==> src/rtl/sram_rd_streamer.sv <==
// sram_rd_streamer
// Read-side controller for the scratch SRAM. A start command issues `len`
// sequential reads from `base_addr` (wrapping at the top of the array). The
// returned words are streamed out on a valid/ready master port. A 2-entry
// FIFO hides the one-cycle registered read latency and absorbs downstream
// backpressure. Reads are credit-gated so the FIFO can never overflow.
//
// state  | meaning
// -------+------------------------------------------------------------
// IDLE   | waiting for start; only state in which start is accepted
// RUN    | issuing reads while credit allows, until all len are issued
// DRAIN  | all reads issued; waiting for the last beat to handshake
// DONE   | one-cycle completion pulse, then back to IDLE
module sram_rd_streamer #(
    parameter int ADDR_W = 12,
    parameter int DATA_W = 192
) (
    input  logic              clk,
    input  logic              rstn,
    input  logic              start,
    input  logic [ADDR_W-1:0] base_addr,
    input  logic [ADDR_W:0]   len,
    output logic              busy,
    output logic              done,
    output logic              csbn,
    output logic [ADDR_W-1:0] raddr,
    input  logic [DATA_W-1:0] rdata,
    output logic              m_valid,
    input  logic              m_ready,
    output logic [DATA_W-1:0] m_data,
    output logic              m_last
);

    typedef enum logic [1:0] {
        S_IDLE  = 2'd0,
        S_RUN   = 2'd1,
        S_DRAIN = 2'd2,
        S_DONE  = 2'd3
    } state_t;

    localparam logic [ADDR_W:0] CNT_ONE = {{ADDR_W{1'b0}}, 1'b1};

    state_t            state_q;
    state_t            state_d;

    logic [ADDR_W-1:0] base_q;
    logic [ADDR_W:0]   len_q;
    logic [ADDR_W:0]   len_m1;
    logic [ADDR_W:0]   rd_cnt_q;
    logic [ADDR_W:0]   out_cnt_q;
    logic              inflight_q;

    logic [DATA_W-1:0] fifo_mem [2];
    logic              wr_ptr_q;
    logic              rd_ptr_q;
    logic [1:0]        fifo_cnt_q;

    logic              accept;
    logic              push;
    logic              pop;
    logic [2:0]        occupancy;
    logic              credit_ok;
    logic              rd_issue;
    logic              last_issue;

    // Handshake and credit bookkeeping. A read may be issued only if the FIFO
    // plus the word already in flight, minus what leaves this cycle, still
    // leaves room for it when it lands.
    assign accept     = (state_q == S_IDLE) && start;
    assign pop        = m_valid && m_ready;
    assign push       = inflight_q;
    assign occupancy  = {1'b0, fifo_cnt_q} + {2'b00, inflight_q};
    assign credit_ok  = occupancy < (3'd2 + {2'b00, pop});
    assign len_m1     = len_q - CNT_ONE;
    assign rd_issue   = (state_q == S_RUN) && (rd_cnt_q < len_q) && credit_ok;
    assign last_issue = rd_issue && (rd_cnt_q == len_m1);

    // FSM state register
    always_ff @(posedge clk or negedge rstn) begin
        if (!rstn) begin
            state_q <= S_IDLE;
        end else begin
            state_q <= state_d;
        end
    end

    // FSM next-state logic
    always_comb begin
        state_d = state_q;
        case (state_q)
            S_IDLE: begin
                if (start) begin
                    state_d = (len == '0) ? S_DONE : S_RUN;
                end
            end
            S_RUN: begin
                if (last_issue) begin
                    state_d = S_DRAIN;
                end
            end
            S_DRAIN: begin
                if (pop && m_last) begin
                    state_d = S_DONE;
                end
            end
            S_DONE: begin
                state_d = S_IDLE;
            end
            default: begin
                state_d = S_IDLE;
            end
        endcase
    end

    // FSM outputs and SRAM read port
    always_comb begin
        busy  = (state_q != S_IDLE);
        done  = (state_q == S_DONE);
        csbn  = ~rd_issue;
        raddr = base_q + rd_cnt_q[ADDR_W-1:0];
    end

    // Command registers and read/beat counters
    always_ff @(posedge clk or negedge rstn) begin
        if (!rstn) begin
            base_q     <= '0;
            len_q      <= '0;
            rd_cnt_q   <= '0;
            out_cnt_q  <= '0;
            inflight_q <= 1'b0;
        end else begin
            inflight_q <= rd_issue;
            if (accept) begin
                base_q    <= base_addr;
                len_q     <= len;
                rd_cnt_q  <= '0;
                out_cnt_q <= '0;
            end else begin
                if (rd_issue) begin
                    rd_cnt_q <= rd_cnt_q + CNT_ONE;
                end
                if (pop) begin
                    out_cnt_q <= out_cnt_q + CNT_ONE;
                end
            end
        end
    end

    // Two-entry output FIFO; rdata is captured only in the cycle after a read
    always_ff @(posedge clk or negedge rstn) begin
        if (!rstn) begin
            for (int i = 0; i < 2; i++) begin
                fifo_mem[i] <= '0;
            end
            wr_ptr_q   <= 1'b0;
            rd_ptr_q   <= 1'b0;
            fifo_cnt_q <= 2'd0;
        end else begin
            if (push) begin
                fifo_mem[wr_ptr_q] <= rdata;
                wr_ptr_q           <= ~wr_ptr_q;
            end
            if (pop) begin
                rd_ptr_q <= ~rd_ptr_q;
            end
            case ({push, pop})
                2'b10:   fifo_cnt_q <= fifo_cnt_q + 2'd1;
                2'b01:   fifo_cnt_q <= fifo_cnt_q - 2'd1;
                default: fifo_cnt_q <= fifo_cnt_q;
            endcase
        end
    end

    // Stream side: head of FIFO; last flag from the index of the head word
    assign m_valid = (fifo_cnt_q != 2'd0);
    assign m_data  = fifo_mem[rd_ptr_q];
    assign m_last  = m_valid && (out_cnt_q == len_m1);

    // The credit check must make a push into a full FIFO impossible
    a_fifo_no_overrun: assert property (
        @(posedge clk) disable iff (!rstn) push |-> (fifo_cnt_q != 2'd2)
    );

endmodule

==> config.mk <==
export PLATFORM = sky130hd
export DESIGN_NAME = sram_rd_streamer
export DESIGN_NICKNAME = d
export VERILOG_FILES = /design/src/rtl/sram_rd_streamer.sv
export SDC_FILE = /design/constraint.sdc
export NUM_CORES = 1
export LEC_CHECK = 0
export BUFFER_PORTS_ARGS = -buffer_cell sky130_fd_sc_hd__buf_4
export CORE_AREA = 8 8 202 204
export DETAILED_ROUTE_END_ITERATION = 7
export DIE_AREA = 0 0 210 212
export PLACE_DENSITY = 0.8
export SYNTH_ARGS = -nofsm -noshare
export SYNTH_HDL_FRONTEND = slang
export SYNTH_SLANG_ARGS = --single-unit
==> constraint.sdc <==
create_clock -name clk -period 3.9 [get_ports clk]
set_input_delay 0.39 -clock clk [delete_from_list [all_inputs] [get_ports clk]]
set_output_delay 0.39 -clock clk [all_outputs]
set_load 0.005 [all_outputs]
* After elaboration in Yosys (flattened, before gate mapping)
Cells that the tools add are included.
W data, S select, Z words.
** Operators by class
- Reduce and logical (&&, ||, !) cells :: 16
- Eq/ne operators :: 10
- Multiplexer cells :: 16
- $add $sub $neg :: 8
- Bitwise operators :: 5
- Magnitude comparators :: 5
** Operator list (number)
- $mux W192 :: 4
- $bwmux W384 :: 1
- $demux W192 S1 :: 1
- $mux W13 :: 4
- $add A13 B1 Y13 const B :: 2
- $eq A13 B13 Y1 :: 2
- $logic_not A13 Y1 :: 1
- $lt A13 B13 Y1 :: 1
- $sub A13 B1 Y13 const B :: 1
- $add A12 B12 Y12 :: 1
- $reduce_bool A2 Y1 :: 5
- $logic_and A1 B1 Y1 :: 8
- $mux W2 :: 4
- $pmux W2 S4 :: 1
- $eq A2 B2 Y1 const B :: 3
- $ne A2 B2 Y1 const B :: 3
- $eq A2 B1 Y1 const B :: 2
- $ge A2 B2 Y1 const B :: 2
- $not A1 Y2 :: 2
- $pmux W2 S2 :: 1
- $add A2 B1 Y3 :: 1
- $add A2 B1 Y3 const A :: 1
- $lt A3 B3 Y1 :: 1
- $not A1 Y1 :: 3
- other kinds (5) :: 5
** Word-level totals
- Bits of input ports :: 221
- Bits in registers :: 442

* Logic depth before layout (Yosys ltp)
Gate-level depths: netlist of run 1.
- Word-level depth :: 8
- Depth in mapped cells :: 12

* Least setup slack after synthesis of run 1
No wires, ideal clock.
- Kind :: register -> register
- From :: register len_q[0]
- To :: register state_q[1]
- Period minus slack after synthesis :: 3.157 ns
- Arrival :: 3.077 ns
- Cell stages (with the launch flop) :: 12
- Buffers on the path :: 1
- Slack :: 0.743 ns
- Library setup time :: 0.079 ns
- Cell sequence :: dfrtp_1 inv_1 ha_1 buf_2 nor2b_1 and3_1 xnor3_1 o211ai_1 or4b_1 or4_4 a221oi_2 mux2i_1
** Between the ends
- Word-level cells in the longest chain between the ends :: 6
** RTL lines
- start, declared :: line 47 : logic [ADDR_W:0] len_q;
- start signal, assigned :: line 135 : len_q <= len;
- $sub A13 B1 Y13 / $lt A13 B13 Y1 (equally long branches) :: line 74, 75
- $eq A13 B13 Y1 / $logic_and A1 B1 Y1 (equally long branches) :: line 177, 75
- $logic_and A1 B1 Y1 (on tied branches) :: line 177, 75
- $logic_and A1 B1 Y1 (on tied branches) :: line 102, 76
- $ne A2 B2 Y1 (no line)
- $reduce_and A3 Y1 (no line) (*)
- end signal, assigned :: line 83 : state_q <= state_d;
- end, declared :: line 43 : state_t state_q;
Mark *: on every way between the ends. The rest lies on a longest branch, timed or not.
A chain may end at the register's enable or synchronous reset.

* Worst setup path after layout of run 1
- From :: register rd_cnt_q[0]
- To :: output port raddr[10]
** Between the ends
- Word-level cells in the longest chain between the ends :: 1
** RTL lines
- start, declared :: line 49 : logic [ADDR_W:0] rd_cnt_q;
- start signal, assigned :: line 140 : rd_cnt_q <= rd_cnt_q + CNT_ONE;
- $add A12 B12 Y12 :: line 120 : raddr = base_q + rd_cnt_q[ADDR_W-1:0];
- end, declared :: line 26 : output logic [ADDR_W-1:0] raddr,
No other way between the ends.

==> impl_metrics.ini, run 1 <==
[setup_path]
cpMaxStageDelayCell = dfrtp_1
endpoint_kind = output pin
cp-start-kind = flop
regToRegSetupSlack_ns = 0.39
crit_fanout = 5
worst-setup-path-type = reg2out
critPathMaxStageDelay_ns = 0.43
path_buf_inv = 2
cp_cell_sequence = ha_1 -> inv_1 -> fa_1 -> nor2b_1 -> o21ai_0 -> a21boi_0 -> o21ai_1 -> a21boi_0 -> o21ai_1 -> a21o_1 -> o311ai_0 -> buf_4
crit_arrival_ns = 3.19
critPathTopFamily = compound AO/OA/AOI/OAI gates
cp.required_ns = 3.51

[clocking]
cts-root-buf = clkbuf_16
clkLatencyLatePin_ns = 0.57
cts-htree-levels = 2
cts_made_buffers = 47
clkSinkCount = 442
cts_tree = yes
post_cts_buffers = 0
cts.path.max_buffers = 3
clk_pin_slew_ns = 0.06

[place]
dp_hpwl_um = 37300
io_buffers = 429
place_inst = 2362
place_area_um2 = 24400
pre_cts_slack_ns = 0.405
gp_congestion = 0.845

[floorplan]
io_pins = 430
die_h_um = 212
dieWidth_um = 210
initial_utilization_pct = 54.0
coreArea_um2 = 37900
fp-row-count = 72
die-area_um2 = 44500

[detailed_routing]
vias = 13300
wl_met2_um = 26300
wl_met3_um = 3890
ant_nets = 0
route.detailed.drc = 0
wl_per_cell_um = 21.2
drt_wl_total_um = 52000
vias_per_cell = 5.44
wl_met1_um = 19600
highest_layer = met5
drt_first_pass_iters = 4
drtIter0Drc = 591

[sta]
finalSetupViolCount = 0
finClkSkew_ns = 0.0215
max_slew_margin_pct = 26.3
rsz0062_at_grt = no
timing.final.crit_share_pct = 91.7
hold_violations = 0
drv_slew = 0
worstMarginPinSlew_ns = 1.11
setup_slack_ns = 0.324
final.min_clock_period_ns = 3.58
whs_ns = 0.0403
max_freq_ghz = 0.280
finalSetupTns_ns = 0

[job]
max_cap_viol_count = 0

[layout]
mostFrequentLayoutCells = mux2_2 (587), dfrtp_1 (440), buf_4 (439)
fill_cells = 2744
fin_cells = 2452
drive_gt1_share_pct = 58.2
area.sequential_um2 = 11100
final_nets = 2152
area_growth_pct = 26.7
final_area_um2 = 25900
fin_util_pct = 68.4
final_common_cell = mux2_2
multiInputGateArea_um2 = 9000

[power]
power_leakage_nw = 11.7
total_power_mw = 22.9
powerDensity_nw_per_um2 = 884
irDropWorstVdd_mv = 0.551

[yosys]
async_reset_ff_share_pct = 100
ys_warn_count = 0
yosysSeqAreaShare_pct = 54.0
syn_area_per_cell_um2 = 13.9
syn_nets = 1728
syn_area_um2 = 20500
syn_inst = 1471
ys_ff_latch = 442
synth_flop_cell = dfrtp_1
yosysUniqueCellTypes = 51
synth_edf_count = 0

[min_path]
hold_path.class = in2reg

[grt]
grt_pass1_wl_um = 81800
antenna_found_initial = 4
grt_overflow = 0
grt_use_total_pct = 23.2
grt_pass1_vias = 15000
grt_max_degree = 118

[outcome]
status = finished, final reports clean
sequential cells by signal (all words and copies together), names as in the netlist:
name        cells
fifo_cnt_q      2
base_q         12
wr_ptr_q        1
out_cnt_q      13
state_q         2
inflight_q      1
rd_ptr_q        1
len_q          13
rd_cnt_q       13
fifo_mem      384
layer usage:
layer,track usage [%],up-vias
li1,-,6087
met1,26.5,6800
met2,39.4,345
met3,7.56,111
met4,10.7,2
met5,0,-
power breakdown:
group	switching [mW]	leakage (nW)	total, mW	internal, mW
Clock	1.80	0.751	4.36	2.55
Combinational	4.11	5.70	10.4	6.26
Sequential	1.34	5.26	8.20	6.85
Total	7.26	11.7	22.9	15.7
worst reg2reg max path, stage by stage (launching register included):
cell,delay [ns]
dfrtp_1,0.41
inv_1,0.11
ha_1,0.35
nor2b_1,0.45
and3_1,0.27
xnor3_1,0.15
o211ai_1,0.08
or4b_1,0.51
or4_4,0.54
a221oi_2,0.35
mux2i_1,0.22
final timing paths:
check / from / depth (start not counted) / to
min: len[11] / 3 / len_q[11]$_DFFE_PN0P_
max reg2reg: len_q[1]$_DFFE_PN0P_ / 10 / state_q[1]$_DFFE_PN0P_
max: rd_cnt_q[0]$_DFFE_PN0P_ / 12 / raddr[10]
min in group asynchronous: rstn / 2 / wr_ptr_q$_DFFE_PN0P_
min reg2reg: fifo_mem[365]$_DFFE_PN0P_ / 1 / fifo_mem[365]$_DFFE_PN0P_
max in group asynchronous: rstn / 3 / fifo_mem[120]$_DFFE_PN0P_
logic make-up (layout without fill, tap and decap cells):
family                   after synthesis  count (layout)  share of synthesized area (%)
AO/OA/AOI/OAI                         69              69                           2.14
XOR/XNOR                              62              62                           3.09
adder cells (fa/ha/maj)               36              36                           2.24
buffers and inverters                110             570                           2.07
flip-flops                           442             442                           54.0
multiplexers                         590             590                           32.4
other                                  0               3                              0
AND/OR/NAND/NOR                      162             162                           4.00
synth_stat cells, drive strengths merged (4+ instances only):
master	count	area share, %
nand2	38	0.70
a31oi	4	0.12
clkbuf	72	1.3
nor3	13	0.32
xnor3	6	0.66
buf	7	0.18
nor2b	5	0.15
nor2	44	0.81
o21ai	27	0.66
nand3	15	0.43
a21oi	14	0.34
inv	30	0.55
xnor2	35	1.5
dfrtp	442	54
ha	35	2.1
nor4	4	0.20
mux2	587	32
or3	8	0.24
and3	8	0.24
nand4	13	0.40
o211ai	5	0.18
xor2	21	0.90
layout make-up:
cell class	instances	share of cell area (%)
inverters	31	0.449
flip-flops and latches	442	42.7
multi-input cells	919	34.7
clock buffers	77	5.63
diodes	3	0.0289
well taps	518	2.50
clock inverters	8	0.236
repair buffers	454	13.8
repair_timing:
| item | CTS | global route |
|---|---|---|
| setup endpoints to repair | 0 | 1 |
| gates resized for setup | 0 | 3 |
| endpoints found under the hold margin | 103 | 0 |
| hold buffers | 2 | 0 |
Note: power is estimated with default switching activity, not from simulation.
==> inputs of run 2 (changes only) <==
- HOLD_SLACK_MARGIN: not set -> 0.15
==> impl_metrics.ini, run 2 (synthesis results as in run 1) <==
[layout]
fill_cells = 2324
final_area_um2 = 28100
drive_gt1_share_pct = 52.3
multiInputGateArea_um2 = 9000
area.sequential_um2 = 11100
area_growth_pct = 37.4
top_register = fifo_mem
largest_reg_flops = 384
fin_cells = 2677
mostFrequentLayoutCells = mux2_2 (587), dfrtp_1 (440), buf_4 (439)
fin_util_pct = 74.2
final_common_cell = mux2_2
final_nets = 2369

[setup_path]
reg2reg_from = len_q[1]$_DFFE_PN0P_
cpMaxStageDelayCell = dfrtp_1
critPathTopFamily = compound AO/OA/AOI/OAI gates
worst-setup-path-type = reg2out
crit_arrival_ns = 3.27
cp_cell_sequence = ha_1 -> inv_1 -> fa_1 -> nor2b_1 -> o21ai_0 -> a21boi_0 -> o21ai_1 -> a21boi_0 -> o21ai_0 -> nand2_1 -> o311ai_1 -> buf_4
cp.required_ns = 3.51
cp-start-kind = flop
rr_endpoint = state_q[1]$_DFFE_PN0P_
critPathMaxStageDelay_ns = 0.43
regToRegSetupSlack_ns = 0.35
crit_fanout = 5
path_buf_inv = 2
r2r_cells = 10
endpoint_kind = output pin

[sta]
rsz0062_at_grt = no
drv_slew = 0
max_slew_margin_pct = 25.4
finClkSkew_ns = 0.0221
max_freq_ghz = 0.273
timing.final.crit_share_pct = 93.9
setup_slack_ns = 0.237
finalSetupTns_ns = 0
finalSetupViolCount = 0
worstMarginPinSlew_ns = 1.12
whs_ns = 0.206
final.min_clock_period_ns = 3.66
hold_violations = 0

[grt]
grt_use_met1_pct = 29.3
grt_overflow = 0
grt_pass1_wl_um = 92400
grtUsageMet2_pct = 46.4
use_met3_pct = 6.59
antenna_found_initial = 11
grt_pass1_vias = 16600
grt_use_total_pct = 26.2
grt_max_degree = 118
busiest_layer = met2

[place]
pre_cts_slack_ns = 0.405
dp_hpwl_um = 37300
gp_congestion = 0.845
place_inst = 2362
place_area_um2 = 24400
io_buffers = 429

[floorplan]
io_pins = 430
die-area_um2 = 44500
initial_utilization_pct = 54.0
die_h_um = 212
fp-row-count = 72
dieWidth_um = 210
coreArea_um2 = 37900

[min_path]
min_path_cells = 4
hold_path.class = in2reg
hp-start = start
hold_path_end = state_q[0]$_DFFE_PN0P_

[power]
powerDensity_nw_per_um2 = 838
total_power_mw = 23.6
irDropWorstVdd_mv = 0.658
power_leakage_nw = 12.6

[job]
max_cap_viol_count = 0

[clocking]
cts_tree = yes
post_cts_buffers = 0
clkLatencyLatePin_ns = 0.58
cts-htree-levels = 2
cts.path.max_buffers = 3
clkSinkCount = 442
cts-root-buf = clkbuf_16
clk_pin_slew_ns = 0.06
cts_made_buffers = 47

[detailed_routing]
route.detailed.drc = 0
vias = 14500
drtIter0Drc = 785
wl_per_cell_um = 22.0
drt_first_pass_iters = 5
vias_per_cell = 5.43
ant_nets = 0
drt_wl_total_um = 59000

[outcome]
status = finished, final reports clean
## run 2: cell types whose count changed in the layout (fill, tap and decap cells not counted)
cell	change
dlygate4sd3_1	+217
diode_2	+8
o21ai_0	+1
o21ai_1	-1
o311ai_0	-1
o311ai_1	+1
## run 2: where the power goes
group / internal [mW] / switching (mW)
clock: 2.55 / 1.86
combinational: 6.42 / 4.40
sequential: 6.85 / 1.47
## run 2: timing repair
action,in CTS,in global routing
setup endpoints to repair,0,1
endpoints found under the hold margin,512,0
hold buffers,219,0
resized for setup,0,3
## run 2: metal layers
| layer | up-vias | wire length, um | share of wire [%] |
|---|---|---|---|
| li1 | 6543 | - | - |
| met1 | 7384 | 21800 | 37 |
| met2 | 434 | 30700 | 52 |
| met3 | 164 | 3430 | 5.8 |
| met4 | 0 | 3020 | 5.1 |
| met5 | - | 0 | 0 |
## run 2: tightest hold or removal path, stage by stage
cell and delay [ns]:
buf_4 0.08, nor2_1 0.06, a21oi_1 0.13, a2bb2oi_1 0.08
## run 2: cell type report
class,count,share of cell area (%)
multi-input combinational,919,32.0
clock buffer,77,5.19
antenna,11,0.0979
inverter,31,0.414
timing repair buffer,671,20.4
clock inverter,8,0.218
tap,518,2.30
sequential,442,39.3
## run 2: worst max path at each step
stage	from	end	slack, ns	depth (start not counted)
3_5_place_dp	len_q[1]$_DFFE_PN0P_	state_q[1]$_DFFE_PN0P_	0.41	10
6_report	rd_cnt_q[0]$_DFFE_PN0P_	raddr[10]	0.24	12
5_1_grt	rd_cnt_q[0]$_DFFE_PN0P_	raddr[10]	0.04	12
3_3_place_gp	len_q[0]$_DFFE_PN0P_	state_q[1]$_DFFE_PN0P_	0.50	10
2_1_floorplan	len_q[0]$_DFFE_PN0P_	state_q[1]$_DFFE_PN0P_	0.74	11
4_1_cts	rd_cnt_q[2]$_DFFE_PN0P_	raddr[10]	0.12	10
==> inputs of run 3 (changes only) <==
- BUFFER_PORTS_ARGS: -buffer_cell sky130_fd_sc_hd__buf_4 -> not set
- DONT_BUFFER_PORTS: not set -> 1
- PLACE_DENSITY: 0.8 -> 0.7
==> impl_metrics.ini, run 3 (synthesis results as in run 1) <==
[clocking]
clk_pin_slew_ns = 0.06
post_cts_buffers = 0
cts-htree-levels = 2
cts_hold_buf = 219
cts.path.max_buffers = 3
clkLatencyLatePin_ns = 0.58
clkSinkCount = 442
cts-root-buf = clkbuf_16
cts_made_buffers = 49
cts_tree = yes

[setup_path]
endpoint_kind = output pin
r2r_cells = 10
cp_cell_sequence = inv_1 -> ha_1 -> nor2b_1 -> nand3_4 -> or3_1 -> a2111oi_1 -> buf_4
cp.required_ns = 3.51
crit_fanout = 10
reg2reg_from = len_q[0]$_DFFE_PN0P_
rr_endpoint = state_q[1]$_DFFE_PN0P_
crit_arrival_ns = 3.43
critPathTopFamily = simple AND/OR/NAND/NOR gates
path_buf_inv = 2
critPathMaxStageDelay_ns = 0.75
regToRegSetupSlack_ns = 0.39
cp-start-kind = flop
worst-setup-path-type = reg2out
cpMaxStageDelayCell = a2111oi_1

[detailed_routing]
wl_per_cell_um = 22.5
route.detailed.drc = 0
drtIter0Drc = 634
vias = 12500
drt_first_pass_iters = 4
vias_per_cell = 5.57
drt_wl_total_um = 50400
ant_nets = 0

[grt]
grt_overflow = 0
grt_pass1_vias = 13500
grt_pass1_wl_um = 78600
antenna_found_initial = 3
grt_max_degree = 443
grt_use_total_pct = 22.2

[place]
io_buffers = 0
place_area_um2 = 21100
place_inst = 1928
gp_congestion = 0.868
dp_hpwl_um = 33800
pre_cts_slack_ns = 0.425

[sta]
finalSetupTns_ns = 0
drv_slew = 124
finalSetupViolCount = 0
timing.final.crit_share_pct = 98.0
hold_violations = 442
max_freq_ghz = 0.262
whs_ns = -0.485
finClkSkew_ns = 0.00932
final.min_clock_period_ns = 3.82
setup_slack_ns = 0.0794
worstMarginPinSlew_ns = 1.65
max_slew_margin_pct = -9.76

[floorplan]
die_h_um = 212
fp-row-count = 72
io_pins = 430
coreArea_um2 = 37900
initial_utilization_pct = 54.0
dieWidth_um = 210
die-area_um2 = 44500

[layout]
fin_util_pct = 65.5
multiInputGateArea_um2 = 9010
final_common_cell = mux2_2
area.sequential_um2 = 11100
drive_gt1_share_pct = 40.2
top_register = fifo_mem
fin_cells = 2240
final_area_um2 = 24900
largest_reg_flops = 384
area_growth_pct = 21.4
mostFrequentLayoutCells = mux2_2 (587), dfrtp_1 (440), dlygate4sd3_1 (219)
final_nets = 1937
fill_cells = 2662

[outcome]
status = finished, violations left
violations = hold timing, slew limit

[power]
total_power_mw = 20.7
powerDensity_nw_per_um2 = 831
power_leakage_nw = 10.5
irDropWorstVdd_mv = 0.597

[job]
max_cap_viol_count = 0

[min_path]
hold_path.class = in2async
-- run 3: worst max path at each step --
stage,start,endpoint,slack [ns],depth (start not counted)
5_1_grt,len_q[0]$_DFFE_PN0P_,m_last,-0.06,7
4_1_cts,len_q[0]$_DFFE_PN0P_,m_last,0.15,7
3_3_place_gp,len_q[0]$_DFFE_PN0P_,state_q[1]$_DFFE_PN0P_,0.49,10
3_5_place_dp,len_q[0]$_DFFE_PN0P_,state_q[1]$_DFFE_PN0P_,0.43,10
6_report,len_q[0]$_DFFE_PN0P_,m_last,0.08,7
2_1_floorplan,len_q[0]$_DFFE_PN0P_,state_q[1]$_DFFE_PN0P_,0.74,11
-- run 3: area by class of cell --
class	instances	area share (%)
clock buffers	80	6.09
inverters	31	0.468
flip-flops and latches	442	44.5
clock inverters	7	0.282
well taps	518	2.61
repair buffers	237	9.72
multi-input cells	919	36.2
diodes	6	0.0604
-- run 3: what timing repair did --
action                     4_1_cts  5_1_grt
hold endpoints to repair       854      442
gates resized for setup          0        2
setup endpoints to repair        0        2
-- run 3: routing by layer --
| metal | global-route usage, % | share of wire, % |
|---|---|---|
| met1 | 26.5 | 40 |
| met2 | 37.4 | 50 |
| met3 | 7.00 | 6.8 |
| met4 | 8.77 | 3.6 |
| met5 | 0 | 0 |
-- run 3: worst register-to-register path, stage by stage (launching register included) --
cell and delay, ns:
dfrtp_1 0.43, inv_1 0.10, ha_1 0.34, nor2b_1 0.45, and3_1 0.27, xnor3_1 0.16
o211ai_1 0.09, or4b_1 0.51, or4_4 0.54, a221oi_2 0.34, mux2i_1 0.21
-- run 3: power by group --
group          internal [mW]  switching (mW)
clock                   2.65            1.84
combinational           4.38            3.58
sequential              6.85            1.34
total                   13.9            6.76
